<file path="src/rtl/handshake_domain_rx_pkg.sv">
`default_nettype none
// ============================================================================
//  Module      : domain_cross_pkg
//  Description : Shared types and constants for the toggle-based req/ack
//                domain-crossing blocks (receiver and matching transmitter).
//  Contents    : state_e          - receiver FSM state encoding
//                SYNC_STAGES_MIN  - smallest legal synchronizer depth
//  Revision    : 1.0 - initial release
// ============================================================================
package domain_cross_pkg;

    // Two flops is the minimum that gives the first stage a full cycle to
    // resolve metastability before the value is used.
    localparam int SYNC_STAGES_MIN = 2;

    typedef enum logic [0:0] {
        IDLE  = 1'b0,
        VALID = 1'b1
    } state_e;

endpackage : domain_cross_pkg
`default_nettype wire

</file>
<file path="src/rtl/handshake_domain_rx_if.sv">
`default_nettype none
// ============================================================================
//  Module      : handshake_domain_rx_if
//  Description : Bundle of the cross-domain request/acknowledge signals and
//                the destination-side valid/ready output stream.
//  Signals     : req_a     - request toggle from the clk_a domain
//                data_a    - sender data, stable while req_a != ack_b
//                ack_b     - acknowledge toggle from the clk_b domain
//                out_valid - out_data holds a captured word
//                out_data  - captured word
//                out_ready - consumer accepts out_data this cycle
//                overrun   - sticky protocol-violation flag
//  Modports    : master - environment (sender + consumer)
//                slave  - the receiver block
//  Revision    : 1.0 - initial release
// ============================================================================
interface handshake_domain_rx_if #(
    parameter int WIDTH = 32
);
    logic             req_a;
    logic [WIDTH-1:0] data_a;
    logic             ack_b;
    logic             out_valid;
    logic [WIDTH-1:0] out_data;
    logic             out_ready;
    logic             overrun;

    modport master (
        output req_a,
        output data_a,
        output out_ready,
        input  ack_b,
        input  out_valid,
        input  out_data,
        input  overrun
    );

    modport slave (
        input  req_a,
        input  data_a,
        input  out_ready,
        output ack_b,
        output out_valid,
        output out_data,
        output overrun
    );

endinterface : handshake_domain_rx_if
`default_nettype wire

</file>
<file path="src/rtl/handshake_domain_rx_toggle_sync.sv">
`default_nettype none
// ============================================================================
//  Module      : toggle_sync
//  Description : Parameterized-depth single-bit synchronizer with
//                asynchronous active-high reset. Carries a toggle signal
//                into the domain of clk; the output is the last stage.
//  Ports       : clk - destination clock
//                rst - asynchronous reset, active-high (chain clears to 0)
//                d_i - asynchronous input bit
//                q_o - synchronized bit
//  Parameters  : STAGES - flops in the chain, >= SYNC_STAGES_MIN
//  Revision    : 1.0 - initial release
// ============================================================================
module toggle_sync
    import domain_cross_pkg::*;
#(
    parameter int STAGES = 2
) (
    input  wire logic clk,
    input  wire logic rst,
    input  wire logic d_i,
    output logic      q_o
);

    generate
        if (STAGES < SYNC_STAGES_MIN) begin : g_stages_check
            $error("toggle_sync: STAGES must be >= %0d", SYNC_STAGES_MIN);
        end
    endgenerate

    logic [STAGES-1:0] sync_q;

    always_ff @(posedge clk or posedge rst) begin
        if (rst) begin
            sync_q <= '0;
        end else begin
            sync_q <= {sync_q[STAGES-2:0], d_i};
        end
    end

    assign q_o = sync_q[STAGES-1];

endmodule : toggle_sync
`default_nettype wire

</file>
<file path="src/rtl/handshake_domain_rx.sv">
`default_nettype none
// ============================================================================
//  Module      : handshake_domain_rx
//  Description : Receiving end of a toggle-based req/ack multi-bit domain
//                crossing, clocked in the destination domain (clk_b).
//                The sender places data_a and toggles req_a. Once the
//                synchronized request differs from ack_b, data_a is captured
//                and presented on a valid/ready stream. ack_b toggles on the
//                edge that completes the out_valid && out_ready handshake.
//  Ports       : clk_b - destination-domain clock
//                rst   - asynchronous reset, active-high
//                bus   - handshake_domain_rx_if.slave
//                        (req_a, data_a, out_ready in;
//                         ack_b, out_valid, out_data, overrun out)
//  Parameters  : WIDTH       - data word width in bits
//                SYNC_STAGES - depth of the req_a synchronizer (>= 2)
//  Options     : DOMAIN_CROSS_OVERRUN_DET_EN - when defined, builds the
//                sticky overrun detector; otherwise overrun is tied to 0.
//  Revision    : 1.0 - initial release
// ============================================================================
module handshake_domain_rx
    import domain_cross_pkg::*;
#(
    parameter int WIDTH       = 32,
    parameter int SYNC_STAGES = 2
) (
    input  wire logic              clk_b,
    input  wire logic              rst,
    handshake_domain_rx_if.slave   bus
);

    generate
        if (SYNC_STAGES < SYNC_STAGES_MIN) begin : g_sync_stages_check
            $error("handshake_domain_rx: SYNC_STAGES must be >= %0d",
                   SYNC_STAGES_MIN);
        end
    endgenerate

    // ------------------------------------------------------------------------
    // Request synchronizer
    // ------------------------------------------------------------------------
    logic req_sync;

    toggle_sync #(
        .STAGES (SYNC_STAGES)
    ) u_req_sync (
        .clk (clk_b),
        .rst (rst),
        .d_i (bus.req_a),
        .q_o (req_sync)
    );

    // ------------------------------------------------------------------------
    // State and datapath registers
    // ------------------------------------------------------------------------
    state_e           state_q;
    state_e           state_d;
    logic             ack_q;
    logic             ack_d;
    logic             valid_q;
    logic             valid_d;
    logic [WIDTH-1:0] data_q;
    logic [WIDTH-1:0] data_d;
    logic             pending;

    // A transfer is outstanding whenever the sender's toggle and ours differ.
    assign pending = req_sync ^ ack_q;

    always_ff @(posedge clk_b or posedge rst) begin
        if (rst) begin
            state_q <= IDLE;
            ack_q   <= 1'b0;
            valid_q <= 1'b0;
            data_q  <= '0;
        end else begin
            state_q <= state_d;
            ack_q   <= ack_d;
            valid_q <= valid_d;
            data_q  <= data_d;
        end
    end

    // ------------------------------------------------------------------------
    // Next-state logic
    // ------------------------------------------------------------------------
    always_comb begin
        state_d = state_q;
        case (state_q)
            IDLE: begin
                if (pending) begin
                    state_d = VALID;
                end
            end
            VALID: begin
                if (bus.out_ready) begin
                    state_d = IDLE;
                end
            end
            default: begin
                state_d = IDLE;
            end
        endcase
    end

    // ------------------------------------------------------------------------
    // Output / datapath next values
    // ------------------------------------------------------------------------
    // data_a is sampled only on the IDLE->VALID step. By then req_a has taken
    // SYNC_STAGES clk_b edges to arrive, so the sender's data has long since
    // settled and needs no synchronizer of its own.
    always_comb begin
        ack_d   = ack_q;
        valid_d = valid_q;
        data_d  = data_q;
        case (state_q)
            IDLE: begin
                if (pending) begin
                    data_d  = bus.data_a;
                    valid_d = 1'b1;
                end
            end
            VALID: begin
                if (bus.out_ready) begin
                    valid_d = 1'b0;
                    ack_d   = ~ack_q;
                end
            end
            default: begin
                valid_d = 1'b0;
            end
        endcase
    end

    assign bus.ack_b     = ack_q;
    assign bus.out_valid = valid_q;
    assign bus.out_data  = data_q;

    // ------------------------------------------------------------------------
    // Overrun detection
    // ------------------------------------------------------------------------
`ifdef DOMAIN_CROSS_OVERRUN_DET_EN
    logic overrun_q;
    logic overrun_d;

    // While a word is held, req_sync must still differ from ack_b. If they
    // match, the sender toggled again before our acknowledge: flag it and
    // keep the flag until reset. The held word and FSM are left alone.
    always_comb begin
        overrun_d = overrun_q;
        if ((state_q == VALID) && !pending) begin
            overrun_d = 1'b1;
        end
    end

    always_ff @(posedge clk_b or posedge rst) begin
        if (rst) begin
            overrun_q <= 1'b0;
        end else begin
            overrun_q <= overrun_d;
        end
    end

    assign bus.overrun = overrun_q;
`else
    assign bus.overrun = 1'b0;
`endif

endmodule : handshake_domain_rx
`default_nettype wire

</file>
<file path="src/flat_wrapper.sv">
// flat-port wrapper written by rule: the top's interface ports become plain ports
module handshake_domain_rx_flat import domain_cross_pkg::*;
#(
    parameter int WIDTH       = 32,
    parameter int SYNC_STAGES = 2
)
  (clk_b, rst, bus_req_a, bus_data_a, bus_out_ready, bus_ack_b, bus_out_valid, bus_out_data, bus_overrun);
  handshake_domain_rx_if #(.WIDTH(WIDTH)) bus_i ();
  input  wire logic clk_b;
  input  wire logic rst;
  input wire logic [$bits(bus_i.req_a)-1:0] bus_req_a;
  input wire logic [$bits(bus_i.data_a)-1:0] bus_data_a;
  input wire logic [$bits(bus_i.out_ready)-1:0] bus_out_ready;
  output wire logic [$bits(bus_i.ack_b)-1:0] bus_ack_b;
  output wire logic [$bits(bus_i.out_valid)-1:0] bus_out_valid;
  output wire logic [$bits(bus_i.out_data)-1:0] bus_out_data;
  output wire logic [$bits(bus_i.overrun)-1:0] bus_overrun;
  assign bus_i.req_a = bus_req_a;
  assign bus_i.data_a = bus_data_a;
  assign bus_i.out_ready = bus_out_ready;
  assign bus_ack_b = bus_i.ack_b;
  assign bus_out_valid = bus_i.out_valid;
  assign bus_out_data = bus_i.out_data;
  assign bus_overrun = bus_i.overrun;
  handshake_domain_rx #(.WIDTH(WIDTH), .SYNC_STAGES(SYNC_STAGES)) u_core (.clk_b(clk_b), .rst(rst), .bus(bus_i));
endmodule
</file>
<file path="config.mk">
export PLATFORM = sky130hd
export DESIGN_NAME = handshake_domain_rx_flat
export DESIGN_NICKNAME = d
export VERILOG_FILES = /design/src/rtl/handshake_domain_rx_pkg.sv /design/src/rtl/handshake_domain_rx_if.sv /design/src/rtl/handshake_domain_rx_toggle_sync.sv /design/src/rtl/handshake_domain_rx.sv /design/src/flat_wrapper.sv
export SDC_FILE = /design/constraint.sdc
export NUM_CORES = 1
export LEC_CHECK = 0
export ABC_AREA = 1
export BUFFER_PORTS_ARGS = -buffer_cell sky130_fd_sc_hd__buf_2
export CORE_ASPECT_RATIO = 0.6
export CORE_MARGIN = 2
export CORE_UTILIZATION = 46
export DETAILED_ROUTE_END_ITERATION = 10
export PLACE_DENSITY = 0.88
export SETUP_SLACK_MARGIN = 0.3
export SYNTH_ARGS = -nofsm -noshare
export SYNTH_HDL_FRONTEND = slang
export SYNTH_SLANG_ARGS = --single-unit
</file>
<file path="constraint.sdc">
create_clock -name clk_b -period 1.3 [get_ports clk_b]
set_input_delay 0.39 -clock clk_b [delete_from_list [all_inputs] [get_ports clk_b]]
set_output_delay 0.39 -clock clk_b [all_outputs]
set_load 0.05 [all_outputs]
</file>
==> results of run 1 <==
## what timing repair did
item | 4_1_cts | 5_1_grt
gates resized for setup | 109 | 16
endpoints found under the setup margin | 68 | 69
setup buffers | 22 | 15
pin swaps | 22 | 10
gates cloned | 12 | 0
## registers in the layout, summed over array words and instances, names as in the netlist
| signal | count |
|---|---|
| u_core.bus.ack_b | 1 |
| u_core.bus.out_data | 32 |
| u_core.bus.out_valid | 1 |
| u_core.state_q | 1 |
| u_core.u_req_sync.sync_q | 2 |
## routing by layer
layer / wire (um) / up-vias
met2: 3410 / 218
met3: 1150 / 68
met1: 2740 / 903
met4: 537 / 0
li1: - / 791
met5: 0 / -
## worst paths after layout
path / start / endpoint / slack, ns
setup / recovery: u_core.bus.ack_b / u_core.bus.out_data[15] / -0.11
hold / removal: rst / u_core.bus.out_data[12] / 0.15
setup reg to reg: u_core.bus.ack_b / u_core.bus.out_data[15] / -0.11
hold reg to reg: u_core.u_req_sync.sync_q[0] / u_core.u_req_sync.sync_q[1] / 0.38
max in group asynchronous: rst / u_core.u_req_sync.sync_q[1] / 0.91
min in group clk_b: bus_req_a / u_core.u_req_sync.sync_q[0] / 0.21
## placed cells by master (no fill, tap or decap)
cell type,Yosys,layout
buf_2,8,35
nand2_1,65,50
clkinv_2,0,1
buf_6,3,45
inv_1,4,2
clkinvlp_4,0,1
nand4_1,32,32
nand2_8,0,3
dfrtp_1,37,35
buf_12,0,4
buf_16,0,5
nand2_2,1,15
clkbuf_8,0,7
buf_4,2,30
inv_4,0,2
xor2_2,0,1
nand3_4,1,6
a21oi_2,1,1
inv_8,0,1
o21ai_2,0,1
conb_1,1,1
dfrtp_2,0,2
## per-stage QoR
step,power [mW],hold WS [ns],area [um^2],setup TNS [ns],instances
detailed placement,5.84,0.336,1910,0,268
finish,9.92,0.145,2930,-0.273,325
global route,10.2,0.177,2930,-0.485,325
CTS,8.82,0.148,2770,0,310
global placement,5.76,0.332,1910,0,268
floorplan,5.04,0.331,1550,0,160
## area by class of cell
class	count	area share
Clock inverter	1	0.00171
Inverter	6	0.0132
Sequential cell	37	0.316
Timing Repair Buffer	119	0.383
Multi-Input combinational cell	110	0.233
Tap cell	45	0.0192
Clock buffer	7	0.0328
## report_power, final
| group | internal [mW] | switching, mW |
|---|---|---|
| logic | 2.65 | 4.14 |
| clock network | 0.480 | 0.444 |
| registers | 1.71 | 0.500 |
## kinds of logic after synthesis
logic type | share of synthesized area
AOI/OAI and AO/OA | 0.00892
and+or+nand+nor | 0.311
other | 0.00243
buffers and inverters | 0.0722
DFF | 0.600
xor gates and xnor gates | 0.00568
## worst min-delay path, delay by kind of cell
| family | cells | cell delay (ns) |
|---|---|---|
| buffers and inverters | 3 | 0.45 |
==> out/metrics.yaml, run 1 <==
layout:
  multi_input_area_um2: 684
  diodes: 0
  regArea_um2: 928
  final_core_util: 0.910
  final.fill_count: 109
  synthToLayoutAreaGrowth_pct: 90.2
  fin_nets: 315
  layout-drive-gt1-share: 0.571
global_routing:
  use_met2: 0.511
  grt_pass1_wl_um: 9540
  grt_antenna_before_repair: 0
  grt_overflow: 0
  grt_usage: 0.335
  grt.busiest_layer: "met2"
  grt_util_met3: 0.104
  grt_pass1_vias: 1737
  grt_start_max_net_pins: 20
  met1_usage: 0.469
sta:
  grt_setup_unrepaired: "yes"
  final_hold_viol_count: 0
  fin_ws_ns: -0.114
  min_period_ns: 1.41
  fmax_ghz: 0.707
  fin_crit_sh: 1.09
  fin_skew_ns: 0.0184
  slew_violations: 0
  finalSetupViolCount: 9
floorplanning:
  io_pins: 71
  coreArea_um2: 3220
  die-area_um2: 3850
  initial_core_util: 0.479
  dieHeight_um: 48.9
  die_w_um: 78.8
  row_count: 16
clock_tree:
  clock-sinks: 37
  clk_pin_slew_ns: 0.09
  htree_levels: 2
  clockBufferDepth: 2
  ctsHoldBuffers: 0
  tritoncts.num_buffers: 5
  clk_root_buffer_cell: "clkbuf_8"
  tritoncts: "built"
  insertion_delay_ns: 0.31
detailed_routing:
  drc: 0
  wl_per_cell_um: 24.1
  vias: 1980
  firstDrtPassIters: 7
  routed_wl_um: 7840
  ant_nets: 0
  drt_iter0_markers: 248
  vias_per_cell: 6.09
synth:
  ys_ff_latch: 37
  synth_seq_area_share: 0.600
  synth.area.top_cells: "dfrtp_1 (60%), nand2_1 (16%), nand4_1 (13%)"
  ys_top_cells_by_count: "nand2_1 (65), dfrtp_1 (37), nand4_1 (32)"
  ys_async_sr_fraction: 1.00
  synth_top_area_frac: 0.600
  synthCells: 160
  synth_edf_count: 0
  netlist_area_um2: 1540
  synth_most_common_cell: "nand2_1"
  ys_types: 15
  ys_warn_count: 0
  syn_avg_cell_area_um2: 9.64
  yosys.area.top_type: "dfrtp_1"
  ys.flop_type: "dfrtp_1"
  syn-num-nets: 196
worst_setup_path:
  reg2regPathDepth: 6
  path_common_cell: "buf_6"
  critical_path.top_delay_family: "simple AND/OR/NAND/NOR gates"
  cp-start-kind: "register"
  slowest_stage: "dfrtp_2"
  crit_cells: 6
  cp_num_buf_inv: 3
  critPathRequiredTime_ns: 1.52
  worstSetupPathType: "register to register"
  end_kind: "register"
  slowest_delay_ns: 0.44
  cp_cell_sequence: "buf_6 > nand2_8 > buf_6 > buf_16 > nand4_1 > nand2_1"
  critPathArrivalTime_ns: 1.64
  cp_max_fo: 11
placement:
  hpwl_um: 2550
  numPortBuffers: 69
  place_ws_ns: 0.0223
  gp_congestion: 0.738
min_path:
  hp-class: "input port to async pin"
pwr:
  p_per_area_nw_per_um2: 3380
  ir_drop_mv: 1.92
  p_leak_nw: 1.53
flow_run:
  drv_cap: 0
outcome:
  failed_checks: "setup timing"
  status: "finished with violations"
No activity file was read; power rests on OpenSTA's default activity.
==> run 2, diff against run 1 <==
Settings changed: CELL_PAD_IN_SITES_DETAIL_PLACEMENT set to 1, CELL_PAD_IN_SITES_GLOBAL_PLACEMENT set to 1, CORE_UTILIZATION 46 to 33, PLACE_DENSITY 0.88 to 0.87.
Clock period 1.3 ns to 1.5 ns, I/O delays scaled along.
==> out/metrics.yaml, run 2 (synthesis results as in run 1) <==
outcome:
  status: "finished clean"
global_routing:
  grt_overflow: 0
  grt_pass1_vias: 1595
  grt_start_max_net_pins: 38
  grt_usage: 0.212
  grt_antenna_before_repair: 0
  grt_pass1_wl_um: 8590
placement:
  gp_congestion: 0.703
  place_ws_ns: 0.124
  place_inst: 285
  numPortBuffers: 69
  hpwl_um: 2930
floorplanning:
  row_count: 19
  initial_core_util: 0.340
  dieHeight_um: 57.0
  die-area_um2: 5260
  io_pins: 71
  die_w_um: 92.3
  coreArea_um2: 4540
clock_tree:
  insertion_delay_ns: 0.28
  clock-sinks: 37
  clk_root_buffer_cell: "clkbuf_8"
  tritoncts.num_buffers: 5
  htree_levels: 2
  ctsHoldBuffers: 0
  tritoncts: "built"
  clk_pin_slew_ns: 0.07
  clockBufferDepth: 2
sta:
  fin_skew_ns: 0.00650
  final_hold_viol_count: 0
  tns_ns: 0
  fin_crit_sh: 0.892
  slew_violations: 0
  min_period_ns: 1.34
  fmax_ghz: 0.748
  grt_setup_unrepaired: "yes"
  fin_ws_ns: 0.163
  finalSetupViolCount: 0
worst_setup_path:
  cp_max_fo: 3
  slowest_stage: "dfrtp_2"
  worstSetupPathType: "register to primary output"
  end_kind: "primary output"
  crit_cells: 1
  reg2regPathDepth: 5
  critical_path.top_delay_family: "flip-flops"
  critPathArrivalTime_ns: 0.89
  critPathRequiredTime_ns: 1.05
  cp_cell_sequence: "buf_6"
  rrSetupSlack_ns: 0.31
  cp_num_buf_inv: 1
  cp-start-kind: "register"
  slowest_delay_ns: 0.44
pwr:
  switching_share: 0.508
  p_leak_nw: 1.40
  p_per_area_nw_per_um2: 2790
  p_int_mw: 3.63
  ir_drop_mv: 1.20
  p_sw_mw: 3.75
  p_comb_frac: 0.659
  clkPwrFrac: 0.088
  seqPwrFrac: 0.252
layout:
  multi_input_area_um2: 637
  synthToLayoutAreaGrowth_pct: 71.6
  layout_commonest_cell: "nand2_1"
  final_cell_mix: "nand2_1 (59), buf_2 (35), buf_6 (35), dfrtp_1 (35), nand4_1 (32)"
  regArea_um2: 928
  final_cell_count_no_fill: 326
  diodes: 0
  fin_nets: 298
  layout-drive-gt1-share: 0.490
  largest_reg_flops: 32
  final.fill_count: 515
  final_core_util: 0.583
detailed_routing:
  drt_iter0_markers: 79
  vias_per_cell: 4.90
  firstDrtPassIters: 4
  wl_per_cell_um: 17.2
  drc: 0
  vias: 1598
  routed_wl_um: 5590
  ant_nets: 0
flow_run:
  drv_cap: 0
min_path:
  hp-class: "input port to async pin"
-- run 2: cell count changes in the layout (fill, tap and decap cells not counted), moves of 2 or more --
cell and delta:
inv_2 +2, clkbuf_1 +3, nand2_8 -2, nand2_2 -9, clkbuf_16 +2, buf_16 -5
nand2_4 +3, nand2_1 +9, buf_6 -10, clkbuf_8 -2, buf_4 -6
-- run 2: timing repair --
action                                  CTS  global route
endpoints found under the setup margin   68            67
buffers inserted                         11            13
gates cloned                              4             5
pin swaps                                 3             3
gates resized for setup                  77            16
-- run 2: final cells by class --
class	instances	share of cell area
Sequential cell	37	0.351
Timing Repair Buffer	101	0.338
Clock buffer	8	0.0302
Tap cell	63	0.0298
Multi-Input combinational cell	111	0.241
Inverter	6	0.0109
-- run 2: routing by layer --
layer,global-route usage,wire (um)
met4,0.0320,8
met2,0.352,2730
met5,0,0
met1,0.283,2450
met3,0.0674,400
-- run 2: path summary, 6_finish.rpt --
kind                                             start                          end
max                                   u_core.bus.ack_b                    bus_ack_b
min                                                rst      u_core.bus.out_data[19]
max reg2reg                           u_core.bus.ack_b      u_core.bus.out_data[12]
min reg2reg                u_core.u_req_sync.sync_q[0]  u_core.u_req_sync.sync_q[1]
max in group asynchronous                          rst             u_core.bus.ack_b
min in group clk_b                           bus_req_a  u_core.u_req_sync.sync_q[0]
-- run 2: metrics by stage --
step | power (mW) | area [um^2] | hold slack, ns
global route | 7.80 | 2650 | 0.206
finish | 7.38 | 2650 | 0.206
CTS | 6.91 | 2410 | 0.206
global placement | 5.05 | 1940 | 0.350
floorplan | 4.37 | 1550 | 0.331
detailed placement | 5.15 | 1940 | 0.360
-- run 2: power groups by stage --
stage	clock network [mW]	registers [mW]	logic, mW
after floorplan	0	3.31	1.06
after global placement	0	1.74	3.30
after detailed placement	0	1.77	3.38
after CTS	0.674	1.86	4.38
after global routing	0.723	1.92	5.16
final	0.651	1.86	4.87
==> run 3, diff against run 2 <==
Settings changed: ABC_AREA 1 to 0, BUFFER_PORTS_ARGS -buffer_cell sky130_fd_sc_hd__buf_2 to unset, CORE_UTILIZATION 33 to 52, DONT_BUFFER_PORTS set to 1, PLACE_DENSITY 0.87 to 0.9.
Clock period 1.5 ns to 1.6 ns, I/O delays scaled along.
==> out/metrics.yaml, run 3 <==
layout:
  final_cell_count_no_fill: 140
  diodes: 0
  layout_commonest_cell: "dfrtp_2"
  largest_reg_flops: 32
  synthToLayoutAreaGrowth_pct: 19.7
  final.fill_count: 236
  final_cell_mix: "dfrtp_2 (34), mux2_4 (32), clkbuf_8 (5)"
  fin_nets: 134
  layout-drive-gt1-share: 0.888
global_routing:
  grt_start_max_net_pins: 20
  grt_pass1_wl_um: 4060
  grt_overflow: 0
  grt_antenna_before_repair: 0
  grt_pass1_vias: 784
  grt_usage: 0.181
clock_tree:
  clockBufferDepth: 2
  clk_pin_slew_ns: 0.07
  tritoncts.num_buffers: 5
  htree_levels: 2
  tritoncts: "built"
  clk_root_buffer_cell: "clkbuf_8"
  clock-sinks: 37
  insertion_delay_ns: 0.29
placement:
  place_inst: 126
  numPortBuffers: 0
  place_ws_ns: 0.0910
  gp_congestion: 0.651
  hpwl_um: 1960
sta:
  fin_crit_sh: 0.948
  fin_skew_ns: 0.00732
  tns_ns: 0
  slew_violations: 0
  final_hold_viol_count: 0
  grt_setup_unrepaired: "yes"
  finalSetupViolCount: 0
  min_period_ns: 1.52
  fmax_ghz: 0.659
  fin_ws_ns: 0.0830
synth:
  ys_async_sr_fraction: 1.00
  yosys.area.top_type: "dfrtp_1"
  synth_seq_area_share: 0.603
  syn-num-nets: 120
  synthCells: 84
  synth.area.top_cells: "dfrtp_1 (60%), mux2_4 (29%), buf_12 (3.9%)"
  synth_top_area_frac: 0.603
  ys.flop_type: "dfrtp_1"
  ys_warn_count: 0
  ys_top_cells_by_count: "dfrtp_1 (37), mux2_4 (30), buf_12 (3)"
  netlist_area_um2: 1540
  synth_most_common_cell: "dfrtp_1"
  ys_ff_latch: 37
  syn_avg_cell_area_um2: 18.3
  synth_edf_count: 0
  ys_types: 15
detailed_routing:
  wl_per_cell_um: 21.8
  ant_nets: 0
  vias_per_cell: 5.14
  vias: 720
  routed_wl_um: 3060
  drc: 0
  drt_iter0_markers: 18
  firstDrtPassIters: 2
worst_setup_path:
  cp-start-kind: "register"
  critPathArrivalTime_ns: 1.69
  worstSetupPathType: "register to register"
  end_kind: "register"
  cp_max_fo: 5
  critPathRequiredTime_ns: 1.77
floorplanning:
  initial_core_util: 0.542
  io_pins: 71
  die_w_um: 74.2
  die-area_um2: 3420
  row_count: 15
  coreArea_um2: 2830
  dieHeight_um: 46.1
min_path:
  hp-class: "input port to async pin"
outcome:
  status: "finished clean"
flow_run:
  drv_cap: 0
run 3: changes by cell type after synthesis, sizes merged, moves of 4 or more:
cell	previous run	this run
inv	6	2
nand2	67	1
buf	13	5
nand4	32	0
mux2	0	32
run 3: kinds of logic after synthesis:
kind of cell           count (synthesis)  share of synthesized area
AO/OA/AOI/OAI                          2                    0.00896
XOR/XNOR                               2                     0.0114
buffers and inverters                  7                     0.0562
flip-flops                            37                      0.603
multiplexers                          32                      0.308
other                                  1                    0.00244
AND/OR/NAND/NOR                        3                     0.0106
run 3: final timing paths:
path | start | endpoint | slack [ns] | cells past startpoint
worst max-delay path | u_core.bus.ack_b | u_core.bus.out_data[22] | 0.08 | 5
worst min-delay path | rst | u_core.bus.out_data[18] | 0.06 | 1
worst max register to register | u_core.bus.ack_b | u_core.bus.out_data[22] | 0.08 | 5
worst min register to register | u_core.u_req_sync.sync_q[0] | u_core.u_req_sync.sync_q[1] | 0.36 | 0
max in group asynchronous | rst | u_core.bus.out_data[24] | 1.10 | 2
min in group clk_b | bus_req_a | u_core.u_req_sync.sync_q[0] | 0.21 | 0
run 3: repair_timing:
action,CTS,global route
setup endpoints to repair,66,66
resized for setup,25,15
hold buffers,0,0
pin swaps,0,1
cloned,0,3
buffers inserted,1,3
run 3: metal layers:
| layer | share of wire | global-route usage |
|---|---|---|
| met5 | 0 | 0 |
| met4 | 0.0082 | 0.109 |
| met3 | 0.086 | 0.0832 |
| met2 | 0.52 | 0.298 |
| met1 | 0.39 | 0.195 |
run 3: cell type report:
| class | count | area (um^2) | share of cell area |
|---|---|---|---|
| flip-flops and latches | 37 | 968 | 0.527 |
| multi-input cells | 40 | 544 | 0.296 |
| repair buffers | 12 | 185 | 0.101 |
| clock buffers | 6 | 72.6 | 0.0395 |
| well taps | 42 | 52.6 | 0.0286 |
| inverters | 2 | 11.3 | 0.00612 |
| clock inverters | 1 | 5.00 | 0.00272 |
run 3: worst max-delay path, stage by stage (launching register included):
cell	delay [ns]
dfrtp_2	0.43
xor2_2	0.19
nor2b_4	0.20
buf_12	0.14
clkbuf_16	0.15
mux2_4	0.29
run 3: metrics by stage:
step                      hold WS [ns]  cell area [um^2]  utilization
final                           0.0644              1840        0.649
after global placement           0.334              1590        0.561
after global routing            0.0757              1840        0.649
after CTS                       0.0691              1710        0.604
after floorplan                  0.331              1550            -
after detailed placement         0.344              1590        0.561
Power of run 3 is not shown: default switching activity piles up to over one toggle a cycle in this logic, so the estimate is an artifact.
